`config.mk`:
```
export PLATFORM = sky130hd
export DESIGN_NAME = tpu_host_sequencer
export DESIGN_NICKNAME = d
export VERILOG_FILES = /design/src/rtl/tpu_host_sequencer.sv
export SDC_FILE = /design/constraint.sdc
export NUM_CORES = 1
export LEC_CHECK = 0
export CELL_PAD_IN_SITES_DETAIL_PLACEMENT = 1
export CELL_PAD_IN_SITES_GLOBAL_PLACEMENT = 1
export CORE_AREA = 2 2 159 161
export DETAILED_ROUTE_END_ITERATION = 8
export DIE_AREA = 0 0 161 163
export GPL_ROUTABILITY_DRIVEN = 1
export PLACE_DENSITY_LB_ADDON = 0.1
export SLEW_MARGIN = 20
export SYNTH_ARGS = -nofsm -noshare
export SYNTH_HDL_FRONTEND = slang
export SYNTH_SLANG_ARGS = --single-unit
```
`constraint.sdc`:
```
create_clock -name clk -period 1.8 [get_ports clk]
set_input_delay 0.18 -clock clk [delete_from_list [all_inputs] [get_ports clk]]
set_output_delay 0.18 -clock clk [all_outputs]
set_load 0.02 [all_outputs]
```
`src/rtl/tpu_host_sequencer.sv`:
```
// Purpose : host-side sequencer that streams one 2x2 TPU request as 8 load bytes and reassembles the 8-byte done stream into four signed 16-bit results.
// Latency : first load byte 1 cycle after request acceptance; rsp_valid 1 cycle after the last done byte is captured.
// Backpr. : req_ready only in IDLE; response is held on rsp_valid/rsp_ready until accepted, and no new request is taken in the handshake cycle.
// Optional: define TPU_HOST_TIMEOUT_EN to enable the WAIT/CAPTURE timeout (rsp_error); otherwise rsp_error is constant 0.
module tpu_host_sequencer #(
    parameter int TIMEOUT_CYCLES = 64,
    parameter int TO_W           = 8
) (
    input  logic        clk,
    input  logic        rst,
    input  logic        req_valid,
    output logic        req_ready,
    input  logic [31:0] req_weights,
    input  logic [31:0] req_inputs,
    input  logic        req_transpose,
    output logic        tpu_load_en,
    output logic [7:0]  tpu_in_data,
    output logic        tpu_transpose,
    input  logic        tpu_done,
    input  logic [7:0]  tpu_out_data,
    output logic        rsp_valid,
    input  logic        rsp_ready,
    output logic [15:0] rsp_c00,
    output logic [15:0] rsp_c01,
    output logic [15:0] rsp_c10,
    output logic [15:0] rsp_c11,
    output logic        rsp_error
);

    // Elaboration guard: the timeout counter must be able to hold TIMEOUT_CYCLES.
    if (TIMEOUT_CYCLES >= (1 << TO_W)) begin : g_bad_cfg
        $error("tpu_host_sequencer: TO_W too narrow for TIMEOUT_CYCLES");
    end

    typedef enum logic [2:0] {
        S_IDLE,
        S_LOAD,
        S_WAIT,
        S_CAPTURE,
        S_RESP
    } state_t;

    // Result word in TPU output byte order: b0 is the MSB of c00.
    typedef struct packed {
        logic [15:0] c00;
        logic [15:0] c01;
        logic [15:0] c10;
        logic [15:0] c11;
    } rsp_t;

    state_t      state;
    state_t      state_nxt;
    logic [63:0] load_buf;
    logic [2:0]  load_cnt;
    logic [63:0] cap_buf;
    logic [2:0]  cap_idx;
    logic [63:0] cap_word;
    rsp_t        rsp_word;
    logic        accept;
    logic        load_last;
    logic        cap_fire;
    logic        cap_last;
    logic        rsp_fire;
    logic        timeout;

    // Capture buffer with the current done byte merged in at the active index.
    always_comb begin
        cap_word = cap_buf;
        for (int i = 0; i < 8; i++) begin
            if (tpu_done && (cap_idx == 3'(i))) begin
                cap_word[63-8*i -: 8] = tpu_out_data;
            end
        end
    end

    assign rsp_word = rsp_t'(cap_word);

`ifdef TPU_HOST_TIMEOUT_EN
    logic [TO_W-1:0] to_cnt;

    // A silent cycle at the limit while waiting on the TPU ends the transaction.
    always_comb begin
        timeout = 1'b0;
        if ((state == S_WAIT || state == S_CAPTURE) && !tpu_done &&
            (to_cnt == TO_W'(TIMEOUT_CYCLES - 1))) begin
            timeout = 1'b1;
        end
    end

    // Timeout counter: cleared while loading and on every captured byte.
    always_ff @(posedge clk) begin
        if (rst) begin
            to_cnt <= '0;
        end else if (state == S_WAIT || state == S_CAPTURE) begin
            if (tpu_done) begin
                to_cnt <= '0;
            end else begin
                to_cnt <= to_cnt + 1'b1;
            end
        end else begin
            to_cnt <= '0;
        end
    end

    // Error flag travels with the response and clears on its handshake.
    always_ff @(posedge clk) begin
        if (rst) begin
            rsp_error <= 1'b0;
        end else if (rsp_fire) begin
            rsp_error <= 1'b0;
        end else if (timeout) begin
            rsp_error <= 1'b1;
        end
    end
`else
    assign timeout   = 1'b0;
    assign rsp_error = 1'b0;
`endif

    // State register.
    always_ff @(posedge clk) begin
        if (rst) begin
            state <= S_IDLE;
        end else begin
            state <= state_nxt;
        end
    end

    // Next-state decode and per-state control strobes.
    always_comb begin
        state_nxt = state;
        req_ready = 1'b0;
        accept    = 1'b0;
        load_last = 1'b0;
        cap_fire  = 1'b0;
        cap_last  = 1'b0;
        rsp_fire  = 1'b0;
        case (state)
            S_IDLE: begin
                req_ready = 1'b1;
                if (req_valid) begin
                    accept    = 1'b1;
                    state_nxt = S_LOAD;
                end
            end
            S_LOAD: begin
                if (load_cnt == 3'd7) begin
                    load_last = 1'b1;
                    state_nxt = S_WAIT;
                end
            end
            S_WAIT: begin
                if (tpu_done) begin
                    cap_fire  = 1'b1;
                    state_nxt = S_CAPTURE;
                end else if (timeout) begin
                    state_nxt = S_RESP;
                end
            end
            S_CAPTURE: begin
                if (tpu_done) begin
                    cap_fire = 1'b1;
                    if (cap_idx == 3'd7) begin
                        cap_last  = 1'b1;
                        state_nxt = S_RESP;
                    end
                end else if (timeout) begin
                    state_nxt = S_RESP;
                end
            end
            S_RESP: begin
                if (rsp_ready) begin
                    rsp_fire  = 1'b1;
                    state_nxt = S_IDLE;
                end
            end
            default: state_nxt = S_IDLE;
        endcase
    end

    // Load serialiser: w0 goes out with acceptance, the rest shift out of the buffer.
    always_ff @(posedge clk) begin
        if (rst) begin
            load_buf      <= '0;
            load_cnt      <= '0;
            tpu_load_en   <= 1'b0;
            tpu_in_data   <= '0;
            tpu_transpose <= 1'b0;
        end else if (accept) begin
            load_buf      <= {8'h00, req_inputs, req_weights[31:8]};
            load_cnt      <= '0;
            tpu_load_en   <= 1'b1;
            tpu_in_data   <= req_weights[7:0];
            tpu_transpose <= req_transpose;
        end else if (state == S_LOAD) begin
            if (load_last) begin
                tpu_load_en <= 1'b0;
                tpu_in_data <= '0;
            end else begin
                tpu_in_data <= load_buf[7:0];
                load_buf    <= load_buf >> 8;
                load_cnt    <= load_cnt + 3'd1;
            end
        end
    end

    // Capture path and response registers; missing bytes stay 0 from acceptance.
    always_ff @(posedge clk) begin
        if (rst) begin
            cap_buf   <= '0;
            cap_idx   <= '0;
            rsp_valid <= 1'b0;
            rsp_c00   <= '0;
            rsp_c01   <= '0;
            rsp_c10   <= '0;
            rsp_c11   <= '0;
        end else begin
            if (accept) begin
                cap_buf <= '0;
                cap_idx <= '0;
            end else if (cap_fire) begin
                cap_buf <= cap_word;
                cap_idx <= cap_idx + 3'd1;
            end
            if (cap_last || timeout) begin
                rsp_valid <= 1'b1;
                rsp_c00   <= rsp_word.c00;
                rsp_c01   <= rsp_word.c01;
                rsp_c10   <= rsp_word.c10;
                rsp_c11   <= rsp_word.c11;
            end else if (rsp_fire) begin
                rsp_valid <= 1'b0;
            end
        end
    end

endmodule

```
=== After elaboration in Yosys (flattened, before gate mapping) ===
Index checks and enable logic that the tools add are counted.
Widths: inputs -> output; s select.

* Flip-flop bits (word level): 204
* Bits in latches: 0
* RAM bits: 0
* Bits in read-only memories: 0
* Input bits: 78
* Output and inout bits: 77
* Word-level logic and storage cells: 92
* Memories kept: 0

* Add/sub/neg operators: 2
* Multipliers: 0
* Divide/modulo/power cells: 0
* Magnitude comparators: 0
* Equal/unequal tests: 19
* Shifts and indexed selects: 0
* Multiplexer cells: 38
* Bitwise gates (word level): 1
* Reduce and logical (&&, ||, !) cells: 19

{| class="wikitable"
|+ Operators with widths
! kind !! number
|-
| $mux 56 || 3
|-
| $mux 8 || 11
|-
| $eq 3x3->1 const B || 6
|-
| $mux 3 || 6
|-
| $mux 1 || 17
|-
| $pmux 3 s5 || 1
|-
| $ne 2x2->1 const B || 7
|-
| $eq 3x2->1 const B || 4
|-
| $logic_and 1x1->1 || 8
|-
| $add 3x1->3 const B || 2
|-
| $eq 3x1->1 const B || 2
|-
| $logic_not 3->1 || 2
|-
| $reduce_and 2->1 || 3
|-
| $reduce_and 6->1 || 1
|-
| $reduce_bool 2->1 || 3
|-
| $reduce_or 2->1 || 2
|-
| $not 1->1 || 1
|}

=== Longest topological paths before layout ===
* Word-level depth: 6
* Depth in mapped cells: 8
* Gate-level depth less buffers: 5

=== Worst setup path after synthesis ===
No wires, ideal clock.

* Path type: register to register
* Start point: reg load_cnt[0]
* End point: reg load_buf[38]
* Setup time: 0.132 ns
* Data arrival time: 1.714 ns
* Required time: 1.668 ns
* Path slack: -0.046 ns
* Cell stages (with the launch flop): 9
* Buffers on the path: 3
* Clock period less this slack: 1.846 ns
* Cells stage by stage: dfxtp_1 > ha_1 > ha_1 > or4b_1 > clkbuf_1 > buf_6 > buf_6 > nand3_2 > a21oi_1

* Cells in the longest elaborated chain, start to end: 5

{| class="wikitable"
|+ RTL lines
! item !! line !! source
|-
| start: declaration || 54 || <nowiki>logic [2:0] load_cnt;</nowiki>
|-
| start signal: assignment || 202 || <nowiki>load_cnt <= load_cnt + 3'd1;</nowiki>
|-
| $eq 3x3->1 || 147 || <nowiki>if (load_cnt == 3'd7) begin</nowiki>
|-
| $mux 1 || 147 ||
|-
| $mux 1 || 138 || <nowiki>case (state)</nowiki>
|-
| $ne 2x2->1 (no source line) || n/a ||
|-
| $reduce_and 2->1 (no source line) || n/a ||
|-
| end signal: assignment || 190 || <nowiki>load_buf <= {8'h00, req_inputs, req_weights[31:8]};</nowiki>
|-
| end signal: assignment || 201 || <nowiki>load_buf <= load_buf >> 8;</nowiki>
|-
| end: declaration || 53 || <nowiki>logic [63:0] load_buf;</nowiki>
|}

No other way between the ends.
A chain may end at the register's enable or synchronous reset.

=== Worst setup path after layout ===
* Start point: reg load_cnt[1]
* End point: reg load_buf[10]

Same word-level chain as after synthesis.

==> run metrics <==
status=finished with violations; failing checks=setup timing; cell count after synthesis=1,015; setup slack, reg-to-reg=-0.7 ps; placed cell area=10,600 um2; syn nets=1,101; Starting Density=34.4%; total of max-cap violations=0; Synth area leader=dfxtp_1; FP Rows=58; area grow syn2layout=35.4%; P per Cell Area=795 nW/um2; CTS Buffer Depth=2; placed cell count=1,432; root cell of the clock tree=clkbuf_16; Final min period=1800 ps; final wirelength=28.7 mm; initial drt markers=462; switching power=2.42 mW; complex-gate fraction of the synthesized area=25.9%; area of the core=24,700 um2; most used cell, CP=ha_4; WP data required=2110 ps; Reg2Reg Depth=6; XOR/XNOR Fraction of Synth Area=0.206%; final net count=1,221; largest family of logic cells by synthesized area=compound AO/OA/AOI/OAI gates; H-tree levels=4; Synthesis Warnings=0; Max stage delay on crit path=610 ps; Crit-path slowest cell=or4b_4; slew margin rel.=60.2%; unrepaired setup endpoints after global routing=yes; CTS clock-pin slew for the worst setup and hold paths=70 ps; Hold Crit Endpoint=state[0]; Top FF cell, synth=dfxtp_1; Tightest Pin Transition=597 ps; via/cell ratio=5.46; sequential element share of the synthesized area=46.3%; CTS tree=built; Max Fclk=0.555 GHz; Distinct cells, synth=41; WP data arrival=2110 ps; worst clock skew=13.0 ps; RR Startpoint=load_cnt[1]; Finished Cell Area=11,500 um2; asr flop ratio synth=0%; global-route wire length before repair=43.4 mm; critical path fanouts, max=14; clock sinks=196; Design Power=9.13 mW; Setup Crit Path Kind=reg2reg; Vias=8,064; Post-CTS Hold Fix Bufs=0; Area contributors post-synth=dfxtp_1 (46%), a21oi_1 (11%), nand3_1 (6.4%); RD Place Congestion=0.733; DP Wirelength=16.9 mm; Int Power=6.71 mW; initial antenna violation count=0; Net Sw Frac=26.5%; top-area cell type share of the netlist area=46.3%; Worst setup EP type=register; Synth Area in Adders=1.18%; 1st-pass router iterations=4; VDD IR-drop max=0.000455 V; io pins=155; Synth Register Bits=196; # port buffers=153; clock share of power=39.3%; most frequent cells in the layout=dfxtp_1 (192), a21oi_1 (185), clkdlybuf4s50_1 (151); die width=161 um; Setup-failing EPs final=1; total grt overflow=0; crit start category=register; register share of total power=49.4%; final cell count without fillers=1,477; hold crit path type=in2reg; vias in the first global route=7,940; hold wc startpoint=rst; die height=163 um; Static Leakage=3.61 nW; post-synthesis cell area=8480 um2; share of cells above drive strength 1=13.2%; most common cell after layout, fill and taps aside=dfxtp_1; diodes inserted=0; Clk Latency, worst-skew pair=440 ps; RR Endpoint=load_buf[10]; number of synthesized flops with an enable pin=0; CTS Buf Count=17; post-synthesis simple-gate area fraction=18.1%; remaining antenna violation count=0; synthesized area per cell=8.36 um2; CP Cell Sequence=ha_4 > ha_4 > or4b_4 > clkbuf_16 > nand3_1 > a21oi_1; GRT Overall Usage=20.6%; routed len/inst=19.5 um; Logic pwr share=11.2%; Hold Path Depth=3; final slew viol count=0; filler cell count=2,853; count of final hold-check violations=0; post-synthesis mux area share=0.133%; largest net degree at the start of global routing=58; Place WS=-109 ps; PnR worst setup slack=-0.666 ps; Final Cycle Share=100%; DRC viols=0; area of the die=26,200 um2
[synth_stat cells, types with 8 or more instances]
master / n
buf_1: 13
inv_1: 14
a21oi_1: 187
nor3_1: 9
a311oi_1: 57
a221o_1: 8
clkbuf_1: 51
buf_6: 8
buf_4: 16
nand3_1: 108
o21ai_0: 57
dfxtp_1: 196
a22oi_1: 48
buf_2: 37
ha_1: 8
nand2_1: 138
nand3_2: 18
[stage by stage]
step,hold slack (ps),util [%],TNS (ps)
final,251,46.6,-0.666
after global routing,265,46.6,-527
after CTS,249,45.2,0
after detailed placement,450,42.9,-9940
after global placement,444,42.9,-8870
after floorplan,316,-,0
[layer usage]
metal | global-route usage (%) | vias to the layer above | wire, um
met5 | 0 | - | 0
li1 | - | 3895 | -
met1 | 29.2 | 3981 | 14200
met4 | 4.75 | 0 | 327
met3 | 3.49 | 22 | 1060
met2 | 32.9 | 166 | 13200
[state kept, by name (all words and copies together), names as in the netlist, 3 cells and up]
signal,count
cap_buf,56
load_buf,56
rsp_c00,16
rsp_c01,16
rsp_c10,16
rsp_c11,16
tpu_in_data,8
cap_idx,3
load_cnt,3
state,3
[worst max path at each step]
stage	start	to	slack [ps]	depth (start not counted)
6_report	load_cnt[1]	load_buf[10]	-0.7	6
5_1_grt	load_cnt[0]	load_cnt[2]	-40	6
4_1_cts	state[1]	req_ready	8	3
3_5_place_dp	req_valid	load_buf[33]	-110	5
3_3_place_gp	req_valid	load_buf[32]	-110	5
2_1_floorplan	load_cnt[0]	load_buf[38]	2	8
[critical path, delay by kind of cell, from the launching register on]
kind,cells,cell delay (ps)
DFF,1,340
AOI/OAI and AO/OA,1,60
and+or+nand+nor,2,700
buffers and inverters,1,250
adders and majority gates,2,310
[power by group through the flow]
stage	logic, mW	clock network, mW	registers [mW]
floorplan	0.488	0	4.61
global placement	0.901	0	4.61
detailed placement	0.910	0	4.61
CTS	0.929	3.70	4.51
global route	1.10	3.83	4.53
finish	1.02	3.59	4.52
[layout make-up]
class	count	area (um2)	share of cell area, %
clock buffers	19	433	3.77
clock inverters	12	100	0.871
flip-flops and latches	196	3930	34.2
inverters	14	52.6	0.458
well taps	330	413	3.59
multi-input cells	678	3950	34.4
repair buffers	228	2610	22.7
[timing repair]
item / CTS / global route
gates resized for setup: 3 / 24
setup buffers: 0 / 2
gates cloned: 1 / 11
setup endpoints to repair: 59 / 62
pin swaps: 0 / 16
hold endpoints to repair: 0 / 0
[logic make-up after synthesis]
family / count (synthesis)
AOI/OAI and AO/OA: 361
and+or+nand+nor: 305
DFF: 196
buffers and inverters: 141
adders and majority gates: 8
xor gates and xnor gates: 2
other: 1
muxes: 1
Power figures use the tool's default switching activity.
